$ cat src/rtl/buttons_res.sv
// buttons_res
//   Latches elevator call requests. Three independent banks of set/clear
//   flags: in-car buttons (one per floor), hall "up" buttons (floors
//   0..top-1) and hall "down" buttons (floors 1..top). A button press sets
//   its flag, and the matching inactivate bit clears it. When both act on
//   the same edge, the clear takes priority. buttons_block masks every button
//   input but leaves clears working. Every output bit comes straight from its
//   flag register.
//
// Ports
//   clock                       system clock, rising-edge active
//   an_reset                    asynchronous active-low reset, clears all flags
//   buttons_block               1 = ignore new presses on all banks
//   btn_in[W-1:0]               in-car floor buttons
//   btn_up_out[W-2:0]           hall up buttons
//   btn_down_out[W-1:1]         hall down buttons
//   inactivate_in_levels        per-floor clear, in-car bank
//   inactivate_out_up_levels    per-floor clear, up bank
//   inactivate_out_down_levels  per-floor clear, down bank
//   active_in_levels            latched in-car requests
//   active_out_up_levels        latched up requests
//   active_out_down_levels      latched down requests
module buttons_res #(
  parameter int BUTTONS_WIDTH = 8
) (
  input  logic                     clock,
  input  logic                     an_reset,
  input  logic                     buttons_block,
  input  logic [BUTTONS_WIDTH-1:0] btn_in,
  input  logic [BUTTONS_WIDTH-2:0] btn_up_out,
  input  logic [BUTTONS_WIDTH-1:1] btn_down_out,
  input  logic [BUTTONS_WIDTH-1:0] inactivate_in_levels,
  input  logic [BUTTONS_WIDTH-2:0] inactivate_out_up_levels,
  input  logic [BUTTONS_WIDTH-1:1] inactivate_out_down_levels,
  output logic [BUTTONS_WIDTH-1:0] active_in_levels,
  output logic [BUTTONS_WIDTH-2:0] active_out_up_levels,
  output logic [BUTTONS_WIDTH-1:1] active_out_down_levels
);

  localparam int W = BUTTONS_WIDTH;

  logic           press_en;
  logic [W-1:0]   in_q,   in_d;
  logic [W-2:0]   up_q,   up_d;
  logic [W-1:1]   down_q, down_d;

  assign press_en = ~buttons_block;

  // Per bit: the flag is set by an unmasked press or held from its previous
  // value, and then the clear is applied. Applying the clear last lets a
  // clear override a press that arrives on the same edge.
  always_comb begin
    in_d   = (in_q   | (btn_in       & {W{press_en}}))       & ~inactivate_in_levels;
    up_d   = (up_q   | (btn_up_out   & {(W-1){press_en}}))   & ~inactivate_out_up_levels;
    down_d = (down_q | (btn_down_out & {(W-1){press_en}}))   & ~inactivate_out_down_levels;
  end

  always_ff @(posedge clock or negedge an_reset) begin
    if (!an_reset) begin
      in_q   <= '0;
      up_q   <= '0;
      down_q <= '0;
    end else begin
      in_q   <= in_d;
      up_q   <= up_d;
      down_q <= down_d;
    end
  end

  assign active_in_levels       = in_q;
  assign active_out_up_levels   = up_q;
  assign active_out_down_levels = down_q;

endmodule

$ cat config.mk
export PLATFORM = sky130hd
export DESIGN_NAME = buttons_res
export DESIGN_NICKNAME = d
export VERILOG_FILES = /design/src/rtl/buttons_res.sv
export SDC_FILE = /design/constraint.sdc
export NUM_CORES = 1
export LEC_CHECK = 0
export CAP_MARGIN = 5
export CORE_UTILIZATION = 37
export DETAILED_ROUTE_END_ITERATION = 10
export HOLD_SLACK_MARGIN = 0.03
export PLACE_DENSITY = 0.8
export SLEW_MARGIN = 20
export SYNTH_ARGS = -nofsm -noshare
export SYNTH_HDL_FRONTEND = slang
export SYNTH_SLANG_ARGS = --single-unit
$ cat constraint.sdc
create_clock -name clock -period 0.9 [get_ports clock]
set_clock_uncertainty 0.2 [all_clocks]
set_input_delay 0.18 -clock clock [delete_from_list [all_inputs] [get_ports clock]]
set_output_delay 0.18 -clock clock [all_outputs]
set_load 0.1 [all_outputs]
==> impl_metrics.yaml <==
sta:
  post-route-min-period_ns: 1.42
  post-route-period-util: 1.58
  worstMarginPinSlew_ns: 0.165
  holdWs_ns: -0.0192
  setup_violations: 44
  rsz0062_at_grt: "true"
  hold_viol: 22
  setup_tns_ns: -14.63
  fin_ws_ns: -0.518
  fmax_ghz: 0.705
  slew_headroom: 0.890
  slew_violations: 0
detailed_routing:
  drc_errors: 10
  wl_per_cell_um: 19.3
  wl_um: 4290
  drtPass1Iterations: 7
  drtIter0Drc: 36
  viasPerCell: 4.76
  antenna_left: 0
  vias: 1056
place:
  gp_congestion: 0.749
  io_buffers: 68
  dp_hpwl_um: 2410
global_routing:
  grtUsageTotal: 0.241
  grt-ovfl-total: 0
  groute.layer.met3.usage: 0.0363
  grt_pass1_wl_um: 5620
  met1_usage: 0.246
  antenna_found_initial: 0
  grt_pass1_vias: 1164
  grt_max_degree: 23
  top_usage_layer: "met2"
  met2_usage: 0.462
layout:
  final_nets: 239
  final_common_cell: "clkdlybuf4s50_1"
  layout_common_cells: "clkdlybuf4s50_1, buf_12, buf_6"
  fill_cells: 114
  insertedDiodeCount: 0
  final_core_util: 0.902
  multi_input_area_um2: 480
  drive_gt1_frac: 0.749
  regArea_um2: 633
  area_growth_pct: 126
job:
  drv_cap: 0
pwr:
  p_sw_w: 0.00119
  p_clk_frac: 0.177
  leakage_nw: 1.10
  swShare: 0.366
  power.density_nw_per_um2: 1280
  intPower_w: 0.00207
  pwr-share-seq: 0.364
  ir_worst_vdd_uv: 917
  combinationalPowerShare: 0.459
setup_path:
  cp-end-kind: "output port"
  path_class: "flip-flop to output port"
  crit_required_ns: 0.52
  path_delay_family: "flip-flops"
  crit_slowest_cell: "dfrtp_4"
  r2r_setup_slack_ns: -0.30
  path_max_fanout: 2
  ff2ff_path_depth: 4
  cp.depth: 1
  max_stage_delay_ns: 0.53
  start_kind: "flip-flop"
  cp_num_buf_inv: 1
  crit_arrival_ns: 1.04
  crit_chain: "buf_12"
floorplanning:
  die_x_um: 57.2
  initial_core_util: 0.399
  fp.dieH_um: 57.2
  io_pins: 69
  core_um2: 2830
  design.die.area_um2: 3280
  rows: 19
synth:
  synth_seq_cells: 22
  ys_seq_area_frac: 0.488
  ys_types: 7
  avgSynthCellArea_um2: 12.5
  yosysWarnings: 0
  syn_nets: 137
  syn_area_um2: 1130
  syn_inst: 90
clock_tree:
  cts_tree: "yes"
  cts.reportedPaths.clkPinSlew_ns: 0.13
  clk_path_buf_depth: 2
  h-tree-depth: 1
  cts_made_buffers: 3
  clk_latency_ns: 0.33
  clock_sinks: 22
  root_buffer: "clkbuf_4"
status:
  status: "complete, but fails checks"
  violations: "DRC, hold timing, setup timing"
worst_hold_path:
  min_path_type: "primary input to async pin"
-- synthesized netlist by cell type --
cell	number	share of area
a21oi_1	2	0.0089
a21oi_2	20	0.16
buf_6	2	0.020
dfrtp_1	22	0.49
inv_1	22	0.073
nand2b_1	2	0.011
nand2b_4	20	0.24
-- timing repair --
item / CTS / global route
hold endpoints to repair: 22 / 22
setup endpoints to repair: 44 / 44
pin swaps: 1 / 8
gates resized for setup: 24 / 18
buffers inserted: 7 / 16
gates cloned: 1 / 0
-- per-layer routing --
metal,up-vias,wire [um]
met3,8,204
met2,47,2430
met1,529,1530
li1,472,-
met4,0,126
met5,-,0
-- through the flow --
stage               std cells  cell area (um2)  setup slack [ns]  power (W)  hold WS [ns]
floorplan                  90             1210            -0.148    0.00184        -0.316
global placement          206             2300            -0.451    0.00251         0.344
detailed placement        206             2300            -0.505    0.00253         0.346
CTS                       217             2490            -0.497    0.00318      -0.00531
global route              222             2550            -0.538    0.00336       -0.0173
finish                    222             2550            -0.518    0.00326       -0.0192
-- state kept, by name, indices dropped and copies added, names as in the netlist --
register,cells
active_out_up_levels,7
active_in_levels,8
active_out_down_levels,7
-- power by group through the flow --
stage,combinational [W],sequential [W],clock [W]
2_1_floorplan,0.000196,0.00165,0
3_3_place_gp,0.00132,0.00119,0
3_5_place_dp,0.00134,0.00119,0
4_1_cts,0.00144,0.00118,0.000570
5_1_grt,0.00154,0.00119,0.000629
6_report,0.00150,0.00118,0.000578
-- worst reg2reg max path: stages, from the launching register on --
cell and delay (ns):
dfrtp_4 0.53, buf_4 0.15, buf_6 0.11, inv_2 0.06, a21oi_2 0.06
-- layout make-up --
class / count / area share
clock buffers: 4 / 0.0142
well taps: 31 / 0.0152
flip-flops and latches: 22 / 0.248
multi-input cells: 44 / 0.188
repair buffers: 99 / 0.497
inverters: 22 / 0.0373
-- path summary, 6_finish.rpt --
kind                                                      from                                  end
setup reg to reg           active_out_down_levels[2]$_DFF_PN0_  active_out_down_levels[2]$_DFF_PN0_
min in group clock                 inactivate_out_up_levels[0]    active_out_up_levels[0]$_DFF_PN0_
setup / recovery           active_out_down_levels[2]$_DFF_PN0_            active_out_down_levels[2]
max in group asynchronous                             an_reset        active_in_levels[7]$_DFF_PN0_
hold reg to reg                  active_in_levels[2]$_DFF_PN0_        active_in_levels[2]$_DFF_PN0_
hold / removal                                        an_reset    active_out_up_levels[3]$_DFF_PN0_
-- logic make-up (layout without fill, tap and decap cells) --
group                  Yosys count  count (layout)  synth area share
buffers and inverters           24             125            0.0931
AO/OA/AOI/OAI                   22              22             0.164
AND/OR/NAND/NOR                 22              22             0.255
flip-flops                      22              22             0.488
No activity file was read; power rests on OpenSTA's default activity.
